File: config.mk
export PLATFORM = sky130hd
export DESIGN_NAME = memory_port_arbiter
export DESIGN_NICKNAME = d
export VERILOG_FILES = /design/src/rtl/memory_port_arbiter.sv
export SDC_FILE = /design/constraint.sdc
export NUM_CORES = 1
export LEC_CHECK = 0
export BUFFER_PORTS_ARGS = -buffer_cell sky130_fd_sc_hd__clkbuf_2
export CELL_PAD_IN_SITES_DETAIL_PLACEMENT = 1
export CELL_PAD_IN_SITES_GLOBAL_PLACEMENT = 1
export CORE_MARGIN = 2
export CORE_UTILIZATION = 31
export CTS_CLUSTER_DIAMETER = 150
export DETAILED_ROUTE_END_ITERATION = 10
export PLACE_DENSITY_LB_ADDON = 0.1
export SYNTH_ARGS = -nofsm -noshare
export SYNTH_HDL_FRONTEND = slang
export SYNTH_SLANG_ARGS = --single-unit
File: constraint.sdc
create_clock -name clock -period 1.65 [get_ports clock]
set_input_delay 0.33 -clock clock [delete_from_list [all_inputs] [get_ports clock]]
set_output_delay 0.33 -clock clock [all_outputs]
set_load 0.1 [all_outputs]
File: src/rtl/memory_port_arbiter.sv
// Arbiter sharing one memory port between instruction fetch and the execute load/store path.
// Data side has priority; a starvation counter forces a fetch grant after repeated data grants.
module memory_port_arbiter #(
   parameter int unsigned ADDRESS_WIDTH    = 32,
   parameter int unsigned DATA_WIDTH       = 32,
   parameter int unsigned STARVATION_LIMIT = 4,
   parameter int unsigned TIMEOUT_CYCLES   = 16
) (
   input  logic                      clock,
   input  logic                      reset_n,
   input  logic                      enable,
   input  logic                      fetch_request,
   input  logic [ADDRESS_WIDTH-1:0]  fetch_address,
   output logic [DATA_WIDTH-1:0]     fetch_read_value,
   output logic                      fetch_valid,
   output logic                      fetch_error,
   input  logic                      data_request,
   input  logic                      data_write,
   input  logic [ADDRESS_WIDTH-1:0]  data_address,
   input  logic [DATA_WIDTH-1:0]     data_write_value,
   input  logic [DATA_WIDTH/8-1:0]   data_byte_mask,
   output logic [DATA_WIDTH-1:0]     data_read_value,
   output logic                      data_valid,
   output logic                      data_error,
   output logic                      memory_read_enable,
   output logic                      memory_write_enable,
   output logic [ADDRESS_WIDTH-1:0]  memory_address,
   output logic [DATA_WIDTH-1:0]     memory_write_value,
   output logic [DATA_WIDTH/8-1:0]   memory_byte_mask,
   input  logic [DATA_WIDTH-1:0]     memory_read_value,
   input  logic                      memory_ready,
   output logic                      busy
);

   localparam int unsigned TIMER_WIDTH  = $clog2(TIMEOUT_CYCLES);
   localparam int unsigned STARVE_WIDTH = $clog2(STARVATION_LIMIT + 1);
   localparam logic [TIMER_WIDTH-1:0]  TIMER_LAST = TIMER_WIDTH'(TIMEOUT_CYCLES - 1);
   localparam logic [STARVE_WIDTH-1:0] STARVE_MAX = STARVE_WIDTH'(STARVATION_LIMIT);

   localparam logic [1:0] IDLE   = 2'd0;
   localparam logic [1:0] ACCESS = 2'd1;
   localparam logic [1:0] DONE   = 2'd2;

   logic [1:0]              state;
   logic                    winner_fetch;
   logic [TIMER_WIDTH-1:0]  timeout_count;
   logic [STARVE_WIDTH-1:0] starve_count;
   logic                    grant;
   logic                    pick_fetch;

   always_comb begin
      grant      = enable && (fetch_request || data_request);
      pick_fetch = fetch_request && (!data_request || (starve_count >= STARVE_MAX));
   end

   assign busy = (state != IDLE);

   always_ff @(posedge clock or negedge reset_n) begin
      if (!reset_n) begin
         state               <= IDLE;
         winner_fetch        <= 1'b0;
         timeout_count       <= '0;
         starve_count        <= '0;
         memory_read_enable  <= 1'b0;
         memory_write_enable <= 1'b0;
         memory_address      <= '0;
         memory_write_value  <= '0;
         memory_byte_mask    <= '0;
         fetch_read_value    <= '0;
         fetch_valid         <= 1'b0;
         fetch_error         <= 1'b0;
         data_read_value     <= '0;
         data_valid          <= 1'b0;
         data_error          <= 1'b0;
      end else begin
         fetch_valid <= 1'b0;
         fetch_error <= 1'b0;
         data_valid  <= 1'b0;
         data_error  <= 1'b0;
         case (state)
            IDLE: begin
               if (!fetch_request) starve_count <= '0;
               if (grant) begin
                  state         <= ACCESS;
                  winner_fetch  <= pick_fetch;
                  timeout_count <= '0;
                  if (pick_fetch) begin
                     starve_count        <= '0;
                     memory_address      <= fetch_address;
                     memory_read_enable  <= 1'b1;
                     memory_write_enable <= 1'b0;
                     memory_write_value  <= '0;
                     memory_byte_mask    <= '1;
                  end else begin
                     if (fetch_request && (starve_count < STARVE_MAX))
                        starve_count <= starve_count + STARVE_WIDTH'(1);
                     memory_address      <= data_address;
                     memory_read_enable  <= !data_write;
                     memory_write_enable <= data_write;
                     memory_write_value  <= data_write_value;
                     memory_byte_mask    <= data_byte_mask;
                  end
               end
            end
            ACCESS: begin
               // Valid/error registers are set on the way into DONE so they are high exactly in DONE.
               if (memory_ready || (timeout_count == TIMER_LAST)) begin
                  state               <= DONE;
                  memory_read_enable  <= 1'b0;
                  memory_write_enable <= 1'b0;
                  if (winner_fetch) begin
                     fetch_valid <= 1'b1;
                     fetch_error <= !memory_ready;
                  end else begin
                     data_valid <= 1'b1;
                     data_error <= !memory_ready;
                  end
                  if (!memory_ready) begin
                     if (winner_fetch) fetch_read_value <= '0;
                     else              data_read_value  <= '0;
                  end else if (memory_read_enable) begin
                     if (winner_fetch) fetch_read_value <= memory_read_value;
                     else              data_read_value  <= memory_read_value;
                  end
               end else begin
                  timeout_count <= timeout_count + TIMER_WIDTH'(1);
               end
            end
            DONE: begin
               state         <= IDLE;
               timeout_count <= '0;
            end
            default: state <= IDLE;
         endcase
      end
   end

endmodule
# ---- After elaboration in Yosys (flattened, before gate mapping)
# Index checks and enable logic that the tools add are counted.
# W data, S select, Z words.
dict set report word_totals {
  ff_bits 148
  input_bits 139
  output_inout_bits 139
  wordCells 86
}
dict set report classes {
  add_sub_neg 2
  n_lt_le_gt_ge 2
  eq_ne 7
  mux 40
  n_bitwise 1
  n_reduce_logical 19
}
# op n
set op_table {}
lappend op_table {{$mux W32} 10}
lappend op_table {{$mux W1} 17}
lappend op_table {{$mux W3} 4}
lappend op_table {{$mux W4} 3}
lappend op_table {{$pmux W4 S3} 1}
lappend op_table {{$ne A2 B2 Y1 const B} 4}
lappend op_table {{$reduce_and A4 Y1} 2}
lappend op_table {{$reduce_and A3 Y1} 2}
lappend op_table {{$add A4 B1 Y4 const B} 1}
lappend op_table {{$eq A4 B4 Y1 const B} 1}
lappend op_table {{$mux W2} 2}
lappend op_table {{$pmux W1 S2} 2}
lappend op_table {{$pmux W2 S2} 1}
lappend op_table {{$reduce_and A2 Y1} 2}
lappend op_table {{$reduce_bool A2 Y1} 2}
lappend op_table {{$add A3 B1 Y3 const B} 1}
lappend op_table {{$ge A3 B3 Y1 const B} 1}
lappend op_table {{$logic_and A1 B1 Y1} 3}
lappend op_table {{$logic_not A1 Y1} 3}
lappend op_table {{$logic_or A1 B1 Y1} 3}
lappend op_table {{$lt A3 B3 Y1 const B} 1}
lappend op_table {{$reduce_bool A3 Y1} 1}
lappend op_table {{$eq A2 B1 Y1 const B} 1}
lappend op_table {{$eq A2 B2 Y1 const B} 1}
lappend op_table {{2 further kinds} 2}

# ---- Depth between registers and ports, before layout
# Gate-level depths: netlist (run 1).
dict set report depth {
  depth_word 6
  depth_mapped 8
  depth_no_buf 6
}

# ---- Least setup slack after synthesis (run 1)
# Ideal clock, no wire load.
dict set report synth_timing {
  path_kind {reg-to-reg}
  startpoint {register state[0]}
  endpoint {register starve_count[1]}
  setup_time_ns 0.123
  arrival_ns 1.930
  t_required_ns 1.527
  slack_ns -0.403
  stages_incl_launch_ff 5
  n_path_buf 1
  synth_period_minus_slack_ns 2.053
  cell_sequence {dfrtp_1 or2_2 clkbuf_1 o32ai_1 a22o_1}
}
dict set report synth_between {
  elab_chain_len 1
}
# item line
set synth_lines {}
lappend synth_lines {{start: declaration} 44} ;# logic [1:0] state;
lappend synth_lines {{start signal: assignment} 60} ;# state <= IDLE;
lappend synth_lines {{start signal: assignment} 84} ;# state <= ACCESS;
lappend synth_lines {{start signal: assignment} 108} ;# state <= DONE;
lappend synth_lines {{$logic_not A2 Y1} 80} ;# case (state)
lappend synth_lines {{end signal: assignment} 96} ;# starve_count <= starve_count + STARVE_WIDTH'(1);
lappend synth_lines {{end: declaration} 47} ;# logic [STARVE_WIDTH-1:0] starve_count;
# No other way between the ends.
# A chain may end at the register's enable or synchronous reset.

# ---- Final worst setup path (run 1)
dict set report layout_timing {
  startpoint {register state[0]}
  endpoint {output busy}
}
dict set report layout_between {
  elab_chain_len 1
}
# item line
set layout_lines {}
lappend layout_lines {{$reduce_bool A2 Y1} 56} ;# assign busy = (state != IDLE);
lappend layout_lines {{end: declaration} 32} ;# output logic busy
# No other way between the ends.

==> results of run 1 <==
-- per-layer routing --
metal	GRT usage, %	wire, um
met5	0	12
met1	25.4	9070
met3	5.62	1340
met4	5.89	296
met2	33.8	11200
-- cells by family after synthesis --
kind of cell / after synthesis
AO/OA/AOI/OAI: 214
adder cells (fa/ha/maj): 2
buffers and inverters: 51
flip-flops: 148
multiplexers: 2
AND/OR/NAND/NOR: 129
-- state kept, by name, indices dropped and copies added (netlist names) --
register,flops
data_valid,1
memory_write_enable,1
state,2
memory_address,32
memory_write_value,32
fetch_valid,1
data_error,1
starve_count,3
timeout_count,4
data_read_value,32
memory_read_enable,1
winner_fetch,1
memory_byte_mask,4
fetch_read_value,32
fetch_error,1
-- worst max path at each step --
stage | cells after the start | from | end
final | 3 | state[0] | busy
after global routing | 3 | state[1] | busy
after CTS | 3 | state[0] | busy
after detailed placement | 7 | timeout_count[0] | data_read_value[0]
after global placement | 7 | timeout_count[0] | data_read_value[13]
after floorplan | 4 | state[0] | starve_count[1]
-- placed cells by master (no fill, tap or decap), types with 2 or more instances in the layout --
cell        count
o21ai_4         3
nand2_8         4
buf_2           2
clkinvlp_4      3
o21ai_1        36
o22a_1          4
dfrtp_1       146
clkinv_4        3
and4_2          2
buf_12         11
clkbuf_16      23
buf_6           7
clkinv_2        2
and3_4          2
a22oi_2        21
o21ai_2        15
a21oi_1         2
clkbuf_1        3
nand3_1         3
inv_1           6
clkbuf_2      270
nor3b_1         3
o21ai_0        76
a22o_1         36
nor2b_1         2
a22oi_1        11
nor3_1          2
buf_4          34
bufinv_16       2
nand2_1       100
nor2_1          3
nand2b_1        2
-- layout make-up --
type / count / share of cell area (%)
tap: 234 / 3.24
antenna: 1 / 0.0277
multi-input combinational: 351 / 25.4
inverter: 7 / 0.429
clock buffer: 21 / 4.98
timing repair buffer: 333 / 23.4
sequential: 148 / 41.0
clock inverter: 11 / 1.41
-- synthesized netlist by cell type, types with 2 or more instances --
master | count | area (um^2)
dfrtp_1 | 148 | 3700
nand2_1 | 101 | 379
o21ai_0 | 98 | 490
a22o_1 | 36 | 315
a22oi_1 | 32 | 240
o21ai_1 | 31 | 155
clkbuf_1 | 19 | 71.3
buf_2 | 12 | 60.1
inv_1 | 6 | 22.5
buf_6 | 5 | 56.3
o22a_1 | 4 | 35.0
a21oi_1 | 3 | 15.0
buf_4 | 3 | 22.5
clkbuf_2 | 3 | 15.0
nand3_1 | 3 | 15.0
nor2_1 | 3 | 11.3
nor2b_1 | 3 | 18.8
nor3b_1 | 3 | 22.5
and3_1 | 2 | 12.5
and4_2 | 2 | 20.0
ha_1 | 2 | 25.0
nand2b_1 | 2 | 12.5
nor3_1 | 2 | 10.0
o22ai_1 | 2 | 12.5
or2_2 | 2 | 12.5
-- worst min-delay path, delay by kind of cell --
| kind | cells | cell delay [ps] |
|---|---|---|
| buffers and inverters | 1 | 70 |
| AND/OR/NAND/NOR | 2 | 80 |
-- stage by stage --
step | instances | cell area (um^2) | hold slack, ps | setup slack, ps
after global routing | 1105 | 9040 | 94.4 | -98.1
after floorplan | 546 | 5950 | 34.4 | -64.5
final | 1106 | 9040 | 95.9 | -53.7
after global placement | 1052 | 7870 | 268 | -83.0
after CTS | 1089 | 8550 | 80.8 | -71.8
after detailed placement | 1052 | 7870 | 268 | -184
-- repair_timing --
action                                  in CTS  in global routing
endpoints found under the setup margin      35                 94
endpoints found under the hold margin       32                  0
pin swaps                                    1                 10
gates resized for setup                     15                 76
hold buffers                                 1                  0
buffers inserted                             3                  7
gates cloned                                 1                  9
==> results_dict.tcl, run 1 <==
set metrics [dict create \
    hold_violations 0 \
    synthArstFlopShare_pct 100 \
    gp_congestion 0.769 \
    htreeDepth 4 \
    synthXorXnorAreaFrac_pct 0 \
    start_util_pct 31.7 \
    syn_area_per_cell_um2 10.9 \
    crit_fanout 2 \
    r2r_start "state[0]" \
    rsz0062_at_grt "true" \
    synth_compound_area_share_pct 22.7 \
    grt_max_degree 40 \
    ys_ff_latch 148 \
    worstHoldEndpoint "memory_address[16]" \
    clkTransAtPathRegs_ps 60 \
    cts_made_buffers 17 \
    synth.area.mux_share_pct 0.358 \
    die_height_um 142 \
    grt.overflow.total 0 \
    arrival_ps 1370 \
    slew_headroom_pct 61.0 \
    required_ps 1320 \
    coreArea_um2 18800 \
    ant_nets 0 \
    clk_path_buf_depth 2 \
    start_kind "flop" \
    holdCritStartpoint "fetch_address[16]" \
    clk_root_buffer_cell "clkbuf_16" \
    synthCells 546 \
    hold_path.class "in2reg" \
    syn2layout_area_growth_pct 52.0 \
    cp_top_family "flip-flops" \
    fin_ws_ps -53.7 \
    maxSlewViolCount 0 \
    port_buffers 277 \
    fillers 2111 \
    drive_gt1_share_pct 49.1 \
    multi_input_area_um2 2300 \
    r2r_setup_slack_ps 0 \
    grt_pass1_vias 5803 \
    regArea_um2 3710 \
    rows 50 \
    worstMarginPinSlew_ps 588 \
    die_x_um 142 \
    boundaryPins 278 \
    drt_iter0_drc 152 \
    crit_path_end_kind "output port" \
    clkLatencyLatePin_ps 420 \
    grt_util_all_layers_pct 20.1 \
    synthesis.nets 687 \
    ys.flop_type "dfrtp_1" \
    status "finished with violations" \
    dr.pass1.iters 5 \
    drv_cap 0 \
    ys_types 44 \
    ys_warn_count 0 \
    wl_per_cell_um 19.8 \
    synth_top_family_by_area "compound AO/OA/AOI/OAI gates" \
    ys_seq_area_share_pct 62.3 \
    fin_nets 999 \
    timing.fmax_mhz 587 \
    violations "setup timing" \
    via_per_inst 5.03 \
    cts_tree "done" \
    clock_sinks 148 \
    post-dp-hpwl_um 14900 \
    worstReg2RegEnd "memory_address[6]" \
    path_buf_inv 2 \
    period_share_pct 103 \
    drc 0 \
    routed_wl_um 21900 \
    crit_type "reg2out" \
    antenna_found_initial 2 \
    post-route-min-period_ps 1700 \
    synth_adder_area_share_pct 0.421 \
    grt_first_pass_wirelength_um 31600 \
    finalClockSkew_ps 8.38 \
    slowest_delay_ps 420 \
    vias 5558 \
    die_area_um2 20300 \
    utilization_pct 48.2 \
    reg2reg_depth 7 \
    tns_ps -56.4 \
    syn-cell-area_um2 5950 \
    path_cells "buf_6, or2_4, buf_12" \
    worstHoldPathCells 3 \
    cp_slowest_cell "dfrtp_2" \
    setup_viol 2 \
    synth_simple_gate_area_share_pct 9.70 \
    synth_edf_count 0 \
]
Power of run 1 is left out: the tool's default activity adds up to more than one toggle a clock period on the data nets, which glitch-free logic cannot reach.
==> run 2: changes to the inputs <==
--- a/config.mk
+++ b/config.mk
@@ -12,7 +12,7 @@
 export CORE_UTILIZATION = 31
 export CTS_CLUSTER_DIAMETER = 150
 export DETAILED_ROUTE_END_ITERATION = 10
-export PLACE_DENSITY_LB_ADDON = 0.1
+export PLACE_DENSITY = 0.86
 export SYNTH_ARGS = -nofsm -noshare
 export SYNTH_HDL_FRONTEND = slang
 export SYNTH_SLANG_ARGS = --single-unit
==> results_dict.tcl, run 2 (same netlist as run 1, synthesis figures left out) <==
set metrics [dict create \
    status "finished with violations" \
    violations "setup timing" \
    slew_headroom_pct 61.5 \
    clkLatencyLatePin_ps 420 \
    drive_gt1_share_pct 44.5 \
    required_ps 1320 \
    cts_tree "done" \
    path_buf_inv 2 \
    fin_nets 979 \
    vias 5562 \
    start_util_pct 31.7 \
    r2r_setup_slack_ps 10 \
    clk_root_buffer_cell "clkbuf_16" \
    die_x_um 142 \
    grt_util_all_layers_pct 20.1 \
    crit_type "reg2out" \
    worstReg2RegEnd "timeout_count[3]" \
    hold_violations 0 \
    holdCritStartpoint "fetch_address[14]" \
    clkTransAtPathRegs_ps 70 \
    grt_pass1_vias 6060 \
    arrival_ps 1380 \
    place_area_um2 7770 \
    utilization_pct 45.9 \
    dr.pass1.iters 4 \
    cts_made_buffers 17 \
    timing.fmax_mhz 583 \
    boundaryPins 278 \
    antenna_found_initial 0 \
    gp_congestion 0.806 \
    crit_fanout 4 \
    worstHoldPathCells 3 \
    cp_slowest_cell "dfrtp_1" \
    finalClockSkew_ps 9.80 \
    worstHoldEndpoint "memory_address[14]" \
    rows 50 \
    port_buffers 277 \
    rsz0062_at_grt "true" \
    wl_per_cell_um 18.9 \
    grt.overflow.total 0 \
    final_area_um2 8610 \
    worstMarginPinSlew_ps 580 \
    syn2layout_area_growth_pct 44.8 \
    crit_path_end_kind "output port" \
    antenna_cells 0 \
    path_cells "buf_6, or2_4, buf_12" \
    r2r_start "state[0]" \
    die_area_um2 20300 \
    start_kind "flop" \
    via_per_inst 5.13 \
    htreeDepth 4 \
    ant_nets 0 \
    cp_top_family "flip-flops" \
    slowest_delay_ps 400 \
    coreArea_um2 18800 \
    clock_sinks 148 \
    grt_max_degree 63 \
    die_height_um 142 \
    clk_path_buf_depth 2 \
    post-dp-hpwl_um 14400 \
    dp_slack_ps -94.2 \
    fin_ws_ps -64.5 \
    maxSlewViolCount 0 \
    final_common_cell "clkbuf_2" \
    setup_viol 1 \
    reg2reg_depth 7 \
    drv_cap 0 \
    drt_iter0_drc 285 \
    hold_path.class "in2reg" \
    mostFrequentLayoutCells "clkbuf_2 (268), dfrtp_1 (147), nand2_1 (99)" \
    period_share_pct 104 \
    drc 0 \
    post-route-min-period_ps 1710 \
    routed_wl_um 20500 \
    grt_first_pass_wirelength_um 31700 \
    hold_ws_ps 94.9 \
]
## run 2: how the worst max path moves through the flow
stage | startpoint | to | slack [ps] | depth (start not counted)
2_1_floorplan | state[0] | starve_count[1] | -60 | 4
3_3_place_gp | state[0] | memory_byte_mask[0] | -1 | 6
3_5_place_dp | timeout_count[0] | fetch_read_value[30] | -90 | 6
4_1_cts | state[1] | busy | -80 | 3
5_1_grt | state[1] | busy | -100 | 3
6_report | state[1] | busy | -60 | 3
## run 2: timing repair
action                                 CTS  global route
hold buffers                             1             0
buffers inserted                         3             2
cloned                                   1             1
endpoints found under the hold margin   33             0
setup endpoints to repair               65           101
gates resized for setup                  9            36
pin swaps                                1             1
## run 2: worst register-to-register path: stages, from the launching register on
cell,delay [ps]
dfrtp_1,390
buf_4,160
nand2b_4,80
buf_4,120
a311oi_4,40
buf_4,160
o21ai_0,140
or3b_2,450
## run 2: per-layer routing
metal  global-route usage, %  share of wire [%]
met5                       0                  0
met4                    7.50                2.6
met3                    5.48                5.8
met2                    36.1                 53
met1                    22.6                 39
## run 2: per-stage QoR
stage,cells,TNS [ps]
3_5_place_dp,1045,-1540
6_report,1085,-64.5
2_1_floorplan,546,-64.5
3_3_place_gp,1045,-0.985
5_1_grt,1085,-255
4_1_cts,1082,-76.9
## run 2: final cells by class
type	instances	area (um^2)
fill	2160	10200
sequential	148	3700
multi-input combinational	347	2060
timing repair buffer	317	1880
clock buffer	17	425
tap	234	293
clock inverter	15	216
inverter	7	31.3
Power of run 2 is left out for the same reason.
==> run 3: changes to the inputs <==
--- a/config.mk
+++ b/config.mk
@@ -5,14 +5,15 @@
 export SDC_FILE = /design/constraint.sdc
 export NUM_CORES = 1
 export LEC_CHECK = 0
+export ABC_AREA = 1
 export BUFFER_PORTS_ARGS = -buffer_cell sky130_fd_sc_hd__clkbuf_2
 export CELL_PAD_IN_SITES_DETAIL_PLACEMENT = 1
 export CELL_PAD_IN_SITES_GLOBAL_PLACEMENT = 1
-export CORE_MARGIN = 2
+export CORE_MARGIN = 8
 export CORE_UTILIZATION = 31
 export CTS_CLUSTER_DIAMETER = 150
 export DETAILED_ROUTE_END_ITERATION = 10
-export PLACE_DENSITY = 0.86
+export PLACE_DENSITY = 0.87
 export SYNTH_ARGS = -nofsm -noshare
 export SYNTH_HDL_FRONTEND = slang
 export SYNTH_SLANG_ARGS = --single-unit
==> results_dict.tcl, run 3 <==
set metrics [dict create \
    clk_path_buf_depth 2 \
    antenna_found_initial 0 \
    crit_path_end_kind "output port" \
    cts_made_buffers 17 \
    via_per_inst 4.57 \
    die_area_um2 25100 \
    drv_cap 0 \
    path_cells "clkbuf_2" \
    cts_tree "done" \
    path_buf_inv 1 \
    post-route-min-period_ps 1600 \
    period_share_pct 97.1 \
    timing.fmax_mhz 624 \
    crit_type "reg2out" \
    hold_path.class "in2reg" \
    ys.flop_type "dfrtp_1" \
    syn2layout_area_growth_pct 39.0 \
    dr.pass1.iters 4 \
    ys_types 26 \
    ys_ff_latch 148 \
    grt_first_pass_wirelength_um 33600 \
    tns_ps 0 \
    synth.area.mux_share_pct 0.159 \
    fin_nets 1148 \
    clk_root_buffer_cell "clkbuf_16" \
    grt_pass1_vias 6434 \
    synth_compound_area_share_pct 8.10 \
    vias 5895 \
    clkLatencyLatePin_ps 410 \
    status "complete, no violations" \
    slowest_delay_ps 480 \
    synthXorXnorAreaFrac_pct 0.139 \
    start_util_pct 31.3 \
    synth.top_cell.area_share_pct 58.8 \
    start_kind "flop" \
    boundaryPins 278 \
    required_ps 1320 \
    coreArea_um2 20100 \
    post-dp-hpwl_um 16400 \
    ant_nets 0 \
    grt.overflow.total 0 \
    drive_gt1_share_pct 37.4 \
    synth_top_family_by_area "simple AND/OR/NAND/NOR gates" \
    reg2reg_depth 7 \
    routed_wl_um 21600 \
    ys_seq_area_share_pct 58.8 \
    synth.area.top_cells "dfrtp_1 (59%), nand2_1 (25%), o21ai_2 (4.2%)" \
    worstReg2RegEnd "fetch_read_value[6]" \
    gp_congestion 0.793 \
    synthesis.nets 862 \
    setup_viol 0 \
    finalClockSkew_ps 13.2 \
    final_common_cell "nand2_1" \
    maxSlewViolCount 0 \
    synthCells 721 \
    grt_util_all_layers_pct 17.0 \
    clock_sinks 148 \
    ys_warn_count 0 \
    clkTransAtPathRegs_ps 70 \
    drt_iter0_drc 246 \
    mostFrequentLayoutCells "nand2_1 (414), clkbuf_2 (266), dfrtp_1 (146)" \
    wl_per_cell_um 16.7 \
    hold_violations 0 \
    port_buffers 277 \
    synth_simple_gate_area_share_pct 27.3 \
    slew_headroom_pct 61.3 \
    fillers 2449 \
    crit_fanout 2 \
    arrival_ps 1270 \
    yosysTopAreaCell "dfrtp_1" \
    r2r_start "timeout_count[0]" \
    htreeDepth 4 \
    multi_input_area_um2 2320 \
    drc 0 \
    worstHoldEndpoint "memory_write_value[3]" \
    die_x_um 159 \
    rows 52 \
    regArea_um2 3710 \
    yosysMostFrequentCell "nand2_1" \
    worstHoldPathCells 3 \
    rsz0062_at_grt "false" \
    synth_edf_count 0 \
    holdCritStartpoint "data_write_value[3]" \
    syn_area_per_cell_um2 8.74 \
    grt_max_degree 73 \
    cp_slowest_cell "clkbuf_2" \
    syn-cell-area_um2 6300 \
    synth_adder_area_share_pct 0.397 \
    antenna_cells 0 \
    synthArstFlopShare_pct 100 \
    cp_top_family "buffers and inverters" \
    worstMarginPinSlew_ps 583 \
    r2r_setup_slack_ps 90 \
    synth_common_cells "nand2_1 (414), dfrtp_1 (148), o21ai_1 (37)" \
    die_height_um 159 \
]
run 3: per-layer routing:
metal  part of all wire, %  track usage [%]  up-vias  wire [um]
li1                      -                -     2833          -
met4                   1.7             4.63        0        357
met5                     0                0        -          0
met2                    50             29.2      205      10700
met1                    40             19.7     2838       8710
met3                   8.4             6.13       19       1820
run 3: kinds of logic after synthesis:
logic type                 after synthesis
muxes                                    1
xor gates and xnor gates                 1
DFF                                    148
buffers and inverters                   51
and+or+nand+nor                        440
adders and majority gates                2
AOI/OAI and AO/OA                       78
run 3: stage by stage:
step / setup slack, ps / hold slack [ps] / utilization, % / instances / cell area, um^2
after floorplan: 41.4 / 34.4 / - / 721 / 6300
after global placement: 149 / 266 / 39.9 / 1249 / 8020
after detailed placement: 34.2 / 265 / 39.9 / 1249 / 8020
after CTS: 0.800 / 83.7 / 43.1 / 1285 / 8670
after global routing: 0.594 / 86.9 / 43.5 / 1290 / 8750
final: 47.9 / 103 / 43.5 / 1290 / 8750
run 3: final cells by class:
| type | instances | area share (%) |
|---|---|---|
| clock buffers | 18 | 5.02 |
| clock inverters | 14 | 1.60 |
| inverters | 15 | 0.643 |
| multi-input cells | 523 | 26.5 |
| flip-flops and latches | 148 | 42.3 |
| well taps | 270 | 3.86 |
| repair buffers | 302 | 20.1 |
run 3: worst max-delay path by stage:
stage / cells past startpoint / slack (ps) / to / start
6_report: 1 / 50 / fetch_read_value[8] / fetch_read_value[8]
5_1_grt: 1 / 0.6 / fetch_read_value[25] / fetch_read_value[25]
4_1_cts: 1 / 0.8 / fetch_read_value[22] / fetch_read_value[22]
3_5_place_dp: 7 / 30 / fetch_read_value[5] / timeout_count[0]
3_3_place_gp: 8 / 150 / memory_write_value[27] / state[1]
2_1_floorplan: 6 / 40 / data_read_value[22] / memory_read_enable
run 3: worst reg2reg max path, stage by stage (launching register included):
cell and delay, ps:
dfrtp_1 410, ha_2 230, nand3_2 110, nand2_4 140
nand3_2 200, buf_16 230, nand2_1 70, o21ai_1 60
run 3: timing repair:
action                                  in CTS  in global routing
cloned                                       1                  3
pin swaps                                    0                  2
setup buffers                                2                  2
hold buffers                                 1                  0
hold endpoints to repair                    30                  0
gates resized for setup                      3                 14
endpoints found under the setup margin       3                 32
Power of run 3 is left out for the same reason.
